**src/rtl/hw_accel_pkg.sv**
```systemverilog
// Shared definitions for the hardware-accelerator packing datapath:
// sequencer state encoding, packer mode codes and frame sizing helpers.
package hw_accel_pkg;

   localparam logic [2:0] ST_IDLE   = 3'd0;
   localparam logic [2:0] ST_STREAM = 3'd1;
   localparam logic [2:0] ST_PAD    = 3'd2;
   localparam logic [2:0] ST_DRAIN  = 3'd3;
   localparam logic [2:0] ST_DONE   = 3'd4;

   localparam int MODE_RGB  = 0;
   localparam int MODE_BGR  = 1;
   localparam int MODE_GRAY = 2;

   // Round a pixel count up to the next multiple of four pixels.
   function automatic logic [31:0] roundUpToQuad(input logic [31:0] pixels);
      return (pixels + 32'd3) & ~32'd3;
   endfunction

   // Number of 32-bit words the packer emits for a padded frame:
   // three bytes per RGB pixel, one byte per grayscale pixel.
   function automatic logic [31:0] calcExpectedWords(input logic [31:0] paddedPixels,
                                                     input int          mode);
      logic [31:0] quads;
      quads = paddedPixels >> 2;
      if (mode == MODE_GRAY) begin
         return quads;
      end
      return (quads << 1) + quads;
   endfunction

endpackage

```
**src/rtl/hw_accel_pack_rgb_gray.sv**
```systemverilog
// Byte packer: turns a stream of RGB888 or grayscale pixels into
// little-endian 32-bit words (first byte in bits 7:0). One cycle latency
// from an accepted pixel to the word it completes.
module hw_accel_pack_rgb_gray
   import hw_accel_pkg::*;
#(
   parameter int PACK_MODE = 0
) (
   input  logic        clk,
   input  logic        rst,
   input  logic        in_valid,
   input  logic [23:0] in_rgb,
   input  logic [7:0]  in_gray,
   output logic        out_valid,
   output logic [31:0] out_data
);

   logic [23:0] accQ, accD;
   logic [1:0]  packCountQ, packCountD;
   logic        outValidQ, outValidD;
   logic [31:0] outDataQ, outDataD;

   logic [23:0] pixelBytes;
   logic [2:0]  bytesPerPixel;
   logic [2:0]  byteTotal;
   logic [4:0]  shiftAmt;
   logic [47:0] merged;

   // Order the incoming pixel's bytes so the first byte on the wire sits in the LSB.
   always_comb begin
      pixelBytes = {in_rgb[7:0], in_rgb[15:8], in_rgb[23:16]};
      case (PACK_MODE)
         MODE_BGR:  pixelBytes = in_rgb;
         MODE_GRAY: pixelBytes = {16'h0000, in_gray};
         default:   pixelBytes = {in_rgb[7:0], in_rgb[15:8], in_rgb[23:16]};
      endcase
   end

   assign bytesPerPixel = (PACK_MODE == MODE_GRAY) ? 3'd1 : 3'd3;
   assign byteTotal     = {1'b0, packCountQ} + bytesPerPixel;
   assign shiftAmt      = {packCountQ, 3'b000};
   assign merged        = {24'h000000, accQ} | ({24'h000000, pixelBytes} << shiftAmt);

   // Append the pixel's bytes to the leftover bytes and emit a word once four are held.
   always_comb begin
      accD       = accQ;
      packCountD = packCountQ;
      outValidD  = 1'b0;
      outDataD   = outDataQ;
      if (in_valid) begin
         if (byteTotal >= 3'd4) begin
            outValidD  = 1'b1;
            outDataD   = merged[31:0];
            accD       = {8'h00, merged[47:32]};
            packCountD = 2'(byteTotal - 3'd4);
         end else begin
            accD       = merged[23:0];
            packCountD = byteTotal[1:0];
         end
      end
   end

   // Packer registers; reset realigns the byte position to a word boundary.
   always_ff @(posedge clk) begin
      if (rst) begin
         accQ       <= '0;
         packCountQ <= '0;
         outValidQ  <= 1'b0;
         outDataQ   <= '0;
      end else begin
         accQ       <= accD;
         packCountQ <= packCountD;
         outValidQ  <= outValidD;
         outDataQ   <= outDataD;
      end
   end

   assign out_valid = outValidQ;
   assign out_data  = outDataQ;

endmodule

```
**src/rtl/hw_accel_pack_seq.sv**
```systemverilog
// Frame sequencer in front of the byte packer: takes a pixel-count command,
// streams upstream pixels into the packer, zero-pads the tail to a multiple
// of four pixels, counts emitted words and pulses done at frame end.
module hw_accel_pack_seq
   import hw_accel_pkg::*;
#(
   parameter int PACK_MODE = 0,
   parameter int CNT_W     = 20
) (
   input  logic             clk,
   input  logic             rst,
   input  logic             cfg_start,
   input  logic [CNT_W-1:0] cfg_pixel_count,
   output logic             cfg_busy,
   output logic             cfg_done,
   input  logic             s_valid,
   output logic             s_ready,
   input  logic [23:0]      s_rgb,
   input  logic [7:0]       s_gray,
   input  logic             m_afull,
   output logic [31:0]      m_data,
   output logic             m_valid,
   output logic [CNT_W-1:0] word_count
);

   localparam logic [CNT_W-1:0] CNT_ONE = CNT_W'(1);

   logic [2:0]       stateQ, stateD;
   logic [CNT_W-1:0] pixelTargetQ, pixelTargetD;
   logic [CNT_W-1:0] paddedTargetQ, paddedTargetD;
   logic [CNT_W-1:0] expectedWordsQ, expectedWordsD;
   logic [CNT_W-1:0] pixelCountQ, pixelCountD;
   logic [CNT_W-1:0] wordCountQ, wordCountD;
   logic             packValidQ, packValidD;
   logic [23:0]      packRgbQ, packRgbD;
   logic [7:0]       packGrayQ, packGrayD;

   logic [CNT_W-1:0] paddedStart;
   logic [CNT_W-1:0] expectedStart;
   logic [CNT_W-1:0] pixelCountInc;
   logic [CNT_W-1:0] wordCountNext;
   logic             transfer;
   logic             countWord;

   assign paddedStart   = CNT_W'(roundUpToQuad(32'(cfg_pixel_count)));
   assign expectedStart = CNT_W'(calcExpectedWords(32'(paddedStart), PACK_MODE));
   assign pixelCountInc = pixelCountQ + CNT_ONE;

   assign s_ready  = (stateQ == ST_STREAM) && !m_afull;
   assign transfer = s_valid && s_ready;

   // Words beyond the expected total are a protocol error and leave the count saturated.
   assign countWord     = m_valid && (wordCountQ != expectedWordsQ);
   assign wordCountNext = countWord ? (wordCountQ + CNT_ONE) : wordCountQ;

   // Frame FSM: command capture, streaming, tail padding, drain and completion.
   always_comb begin
      stateD         = stateQ;
      pixelTargetD   = pixelTargetQ;
      paddedTargetD  = paddedTargetQ;
      expectedWordsD = expectedWordsQ;
      pixelCountD    = pixelCountQ;
      wordCountD     = wordCountQ;
      packValidD     = 1'b0;
      packRgbD       = packRgbQ;
      packGrayD      = packGrayQ;
      case (stateQ)
         ST_IDLE: begin
            if (cfg_start) begin
               pixelTargetD   = cfg_pixel_count;
               paddedTargetD  = paddedStart;
               expectedWordsD = expectedStart;
               pixelCountD    = '0;
               wordCountD     = '0;
               // An empty frame still passes through DRAIN so it completes like any other.
               stateD         = (cfg_pixel_count == '0) ? ST_DRAIN : ST_STREAM;
            end
         end
         ST_STREAM: begin
            wordCountD = wordCountNext;
            if (transfer) begin
               packValidD  = 1'b1;
               packRgbD    = s_rgb;
               packGrayD   = s_gray;
               pixelCountD = pixelCountInc;
               if (pixelCountInc == pixelTargetQ) begin
                  stateD = (pixelTargetQ[1:0] != 2'b00) ? ST_PAD : ST_DRAIN;
               end
            end
         end
         ST_PAD: begin
            wordCountD = wordCountNext;
            if (!m_afull) begin
               packValidD  = 1'b1;
               packRgbD    = '0;
               packGrayD   = '0;
               pixelCountD = pixelCountInc;
               if (pixelCountInc == paddedTargetQ) begin
                  stateD = ST_DRAIN;
               end
            end
         end
         ST_DRAIN: begin
            wordCountD = wordCountNext;
            if (wordCountNext == expectedWordsQ) begin
               stateD = ST_DONE;
            end
         end
         ST_DONE: begin
            stateD = ST_IDLE;
         end
         default: begin
            stateD = ST_IDLE;
         end
      endcase
   end

   // Sequencer registers, including the registered packer input stage.
   always_ff @(posedge clk) begin
      if (rst) begin
         stateQ         <= ST_IDLE;
         pixelTargetQ   <= '0;
         paddedTargetQ  <= '0;
         expectedWordsQ <= '0;
         pixelCountQ    <= '0;
         wordCountQ     <= '0;
         packValidQ     <= 1'b0;
         packRgbQ       <= '0;
         packGrayQ      <= '0;
      end else begin
         stateQ         <= stateD;
         pixelTargetQ   <= pixelTargetD;
         paddedTargetQ  <= paddedTargetD;
         expectedWordsQ <= expectedWordsD;
         pixelCountQ    <= pixelCountD;
         wordCountQ     <= wordCountD;
         packValidQ     <= packValidD;
         packRgbQ       <= packRgbD;
         packGrayQ      <= packGrayD;
      end
   end

   assign cfg_busy   = (stateQ == ST_STREAM) || (stateQ == ST_PAD) || (stateQ == ST_DRAIN);
   assign cfg_done   = (stateQ == ST_DONE);
   assign word_count = wordCountQ;

   hw_accel_pack_rgb_gray #(
      .PACK_MODE (PACK_MODE)
   ) u_pack (
      .clk       (clk),
      .rst       (rst),
      .in_valid  (packValidQ),
      .in_rgb    (packRgbQ),
      .in_gray   (packGrayQ),
      .out_valid (m_valid),
      .out_data  (m_data)
   );

endmodule

```
**config.mk**
```make
export PLATFORM = sky130hd
export DESIGN_NAME = hw_accel_pack_seq
export DESIGN_NICKNAME = d
export VERILOG_FILES = /design/src/rtl/hw_accel_pkg.sv /design/src/rtl/hw_accel_pack_rgb_gray.sv /design/src/rtl/hw_accel_pack_seq.sv
export SDC_FILE = /design/constraint.sdc
export NUM_CORES = 1
export LEC_CHECK = 0
export CAP_MARGIN = 15
export CORE_MARGIN = 1
export CORE_UTILIZATION = 58
export CTS_CLUSTER_SIZE = 28
export DETAILED_ROUTE_END_ITERATION = 10
export PLACE_DENSITY = 0.77
export SLEW_MARGIN = 40
export SYNTH_ARGS = -nofsm -noshare
export SYNTH_HDL_FRONTEND = slang
export SYNTH_HIERARCHICAL = 1
export SYNTH_SLANG_ARGS = --single-unit
```
**constraint.sdc**
```tcl
create_clock -name clk -period 4.35 [get_ports clk]
set_input_delay 0.435 -clock clk [delete_from_list [all_inputs] [get_ports clk]]
set_output_delay 0.435 -clock clk [all_outputs]
set_load 0.03 [all_outputs]
```
### Word level (Yosys, flattened, before mapping)

Index checks and enable logic that the tools add are counted.
Widths: inputs -> output; s select.

| operators by class | value |
|---|---|
| $add $sub $neg | 6 |
| order comparisons | 1 |
| eq/ne operators | 14 |
| shift operators | 1 |
| muxes and demuxes | 24 |
| bitwise operators | 2 |
| reductions and logical operators | 20 |

Operator list:

| kind | number |
|---|---|
| $mux 20 | 4 |
| $mux 24 | 3 |
| $eq 20x20->1 | 3 |
| $pmux 20 s3 | 1 |
| $or 24x48->48 | 1 |
| $pmux 24 s2 | 1 |
| $shl 24x5->48 | 1 |
| $add 20x1->20 const B | 2 |
| $pmux 20 s2 | 1 |
| $add 19x18->20 | 1 |
| $add 20x2->20 const B | 1 |
| $logic_not 20->1 | 1 |
| $ne 20x20->1 | 1 |
| $mux 3 | 6 |
| $ne 2x2->1 const B | 6 |
| $pmux 3 s4 | 1 |
| $eq 3x2->1 const B | 2 |
| $reduce_and 2->1 | 3 |
| $reduce_and 6->1 | 1 |
| $reduce_bool 2->1 | 3 |
| $mux 1 | 4 |
| $mux 2 | 2 |
| $reduce_and 4->1 | 1 |
| $add 2x2->3 const B | 1 |
| 14 further kinds | 17 |

| storage, ports and cells | value |
|---|---|
| flip-flop bits (word level) | 185 |
| input bits | 57 |
| output and inout bits | 56 |
| word-level logic and storage cells | 80 |

### Depth between registers and ports, before layout

| logic depth | value |
|---|---|
| depth after elaboration | 6 |
| depth in mapped cells | 15 |
| mapped depth without buffers | 15 |

### Modules after synthesis

The synthesis kept the hierarchy.

Modules (own cells, without submodules):

| module | times used | cells each | area each (µm²) |
|---|---|---|---|
| hw_accel_pack_seq | 1 | 1,061 | 8,192.9 |
| hw_accel_pack_rgb_gray | 1 | 275 | 2,638.8 |

### Worst setup path after synthesis

OpenSTA, ideal clock, no wires.

| timing | value |
|---|---|
| path kind | input to register |
| from | input port cfg_pixel_count[0] |
| to | register expectedWordsQ[18] |
| library setup time | 133 ps |
| data arrival time | 3,359 ps |
| required time | 4,217 ps |
| slack | 859 ps |
| cell stages on the path | 15 |
| buffers on the path | 0 |
| cell sequence | o21a_1 and4_1 and3_1 and3_1 nand2_1 xnor2_1 ha_1 or3_1 o21ai_0 a21oi_1 a41o_1 o41a_1 a31o_2 xnor2_1 a21oi_1 |

| between the ends | value |
|---|---|
| longest elaborated chain between the ends | 2 |

Ends and longest elaborated chain:

| what | RTL line | RTL |
|---|---|---|
| from (decl) | hw_accel_pack_seq.sv:13 | `input logic [CNT_W-1:0] cfg_pixel_count,` |
| $add 20x2->20 | hw_accel_pkg.sv:17 | `return (pixels + 32'd3) & ~32'd3;` |
| named net paddedStart[11] | hw_accel_pack_seq.sv:38 | `logic [CNT_W-1:0] paddedStart;` |
| $add 19x18->20 | hw_accel_pkg.sv:29 | `return (quads << 1) + quads;` |
| to (signal assigned) | hw_accel_pack_seq.sv:134 | `expectedWordsQ <= expectedWordsD;` |
| to (decl) | hw_accel_pack_seq.sv:31 | `logic [CNT_W-1:0] expectedWordsQ, expectedWordsD;` |

The timed path passes the listed nets, and every way through them passes these cells.
A chain may end at the register's enable or synchronous reset.

### Worst setup path after layout

Ends and elaborated chain as after synthesis.

==> results.json <==
{
  "dpl-instance-area_um2": 11700,
  "ant_nets": 0,
  "tritoncts": "yes",
  "overflow": 0,
  "clock.fmax_ghz": 0.257,
  "skew_ns": 0.0107,
  "clk_latency_ns": 0.44,
  "synth_area_per_cell_um2": 8.07,
  "cts_buffers": 17,
  "r2r_cells": 10,
  "cts_root_buffer": "clkbuf_16",
  "track_usage": 0.317,
  "gp_congestion": 1.00,
  "path_class": "in2reg",
  "num-nets-final": 1442,
  "netlist_instances": 1312,
  "antenna_found_initial": 0,
  "post-cts-setup-buffers": 0,
  "via_per_inst": 6.31,
  "status": "finished, final reports clean",
  "fin_ws_ns": 0.466,
  "cts_buffer_depth": 2,
  "endpoint_kind": "flip-flop",
  "layout_commonest_cell": "dfxtp_1",
  "drt-initial-drc-count": 892,
  "initial_utilization": 0.591,
  "finalHoldViolCount": 0,
  "pre_cts_ws_ns": 0.0452,
  "setup_violations": 0,
  "nFillCells": 1475,
  "grt_setup_unrepaired": "no",
  "finalInstanceArea_um2": 12300,
  "finalCritPeriodShare": 0.893,
  "syn_area_um2": 10600,
  "cts_sinks": 184,
  "relSlewSlack": 0.467,
  "rows": 49,
  "finalSetupTns_ns": 0,
  "cts_resized": 0,
  "post-route-drc-count": 0,
  "cp-start-kind": "input pin",
  "core_area_um2": 17900,
  "fin_crit_ns": 3.88,
  "crit_arrival_ns": 4.18,
  "cp_max_fo": 4,
  "hold_class": "in2reg",
  "crit_required_ns": 4.64,
  "dpl.cell_count": 1571,
  "report.final.slew_viol_count": 0,
  "min_path_cells": 2,
  "ir_worst_vdd_uv": 301,
  "grt_pass1_vias": 8885,
  "vias": 10100,
  "wl_mm": 29.4,
  "stdcell_count": 1603,
  "final_cell_mix": "183 x dfxtp_1, 132 x a21oi_1, 120 x nand2_1, 116 x nor2_1, 103 x clkdlybuf4s50_1",
  "ios": 113,
  "drt-pass1-iter-count": 5,
  "tightest_slew_ns": 0.798,
  "yosys_warnings": 6,
  "cts_max_level": 4,
  "die_h_um": 137,
  "synth_nets": 1393,
  "grt_pass1_wl_mm": 46.3,
  "drive_gt1_frac": 0.0662,
  "clkTransAtPathRegs_ns": 0.08,
  "drv_cap": 0,
  "p_per_area_nw_per_um2": 366,
  "grt_max_degree": 86,
  "die-area_um2": 18800,
  "io_buffers": 104,
  "die_w_um": 137,
  "insertedDiodeCount": 0,
  "cts_hold_buf": 0,
  "area_delta_synth_final_pct": 16.3,
  "wl_per_cell_um": 18.3,
  "dp_hpwl_mm": 20.9,
  "p_leak_uw": 0.00434
}
-- power by group --
group	total, µW	switching [µW]	internal, µW
registers	1910	122	1790
clock network	1580	781	797
logic	1020	603	414
total	4500	1510	3000
-- stage by stage --
| step | utilization | total power [µW] | hold slack (ns) |
|---|---|---|---|
| 2_1_floorplan | - | 2660 | 0.440 |
| 3_5_place_dp | 0.652 | 2940 | 0.446 |
| 5_1_grt | 0.687 | 4700 | 0.474 |
| 3_3_place_gp | 0.652 | 2930 | 0.448 |
| 4_1_cts | 0.686 | 4510 | 0.444 |
| 6_report | 0.687 | 4500 | 0.450 |
-- worst paths after layout --
path | startpoint | slack [ns] | endpoint
worst min register to register | u_pack/out_data[19]$_SDFFE_PP0P_ | 0.46 | u_pack/out_data[19]$_SDFFE_PP0P_
worst max-delay path | cfg_pixel_count[0] | 0.47 | expectedWordsQ[18]$_SDFFE_PP0P_
worst max register to register | pixelCountQ[1]$_SDFFE_PP0P_ | 0.69 | stateQ[1]$_SDFFE_PP0P_
worst min-delay path | rst | 0.45 | packRgbQ[7]$_SDFFE_PP0P_
-- state kept, by name, indices dropped and copies added (netlist names) --
| name | flops |
|---|---|
| pixelTargetQ | 20 |
| u_pack/out_data | 32 |
| paddedTargetQ | 17 |
| word_count | 20 |
| pixelCountQ | 20 |
| stateQ | 3 |
| expectedWordsQ | 20 |
| packRgbQ | 24 |
| u_pack/out_valid | 1 |
| u_pack/accQ | 24 |
| u_pack/packCountQ | 2 |
| packValidQ | 1 |
-- per-layer routing --
| layer | GRT usage | part of all wire |
|---|---|---|
| met1 | 0.449 | 0.46 |
| met3 | 0.0430 | 0.060 |
| met4 | 0.114 | 0.027 |
| met5 | 0 | 0 |
| met2 | 0.488 | 0.45 |
-- worst max-delay path, stage by stage --
cell and delay [ns]:
clkdlybuf4s50_1 0.54, o21a_1 0.17, and4_1 0.26, and3_1 0.22, and3_1 0.22, nand2_1 0.08
xnor2_1 0.27, ha_1 0.33, or3_1 0.35, o21ai_0 0.09, a21oi_1 0.09, a41o_1 0.27
o41a_1 0.35, a31o_2 0.27, xnor2_1 0.13, a21oi_1 0.08
-- final cells by class --
type | instances | area, µm² | share of cell area
Tap cell | 229 | 287 | 0.0233
Clock inverter | 14 | 180 | 0.0146
Timing Repair Buffer | 124 | 1190 | 0.0969
Inverter | 34 | 128 | 0.0104
Multi-Input combinational cell | 1000 | 6390 | 0.520
Sequential cell | 184 | 3680 | 0.299
Clock buffer | 18 | 439 | 0.0357
Note: power is estimated with default switching activity, not from simulation.
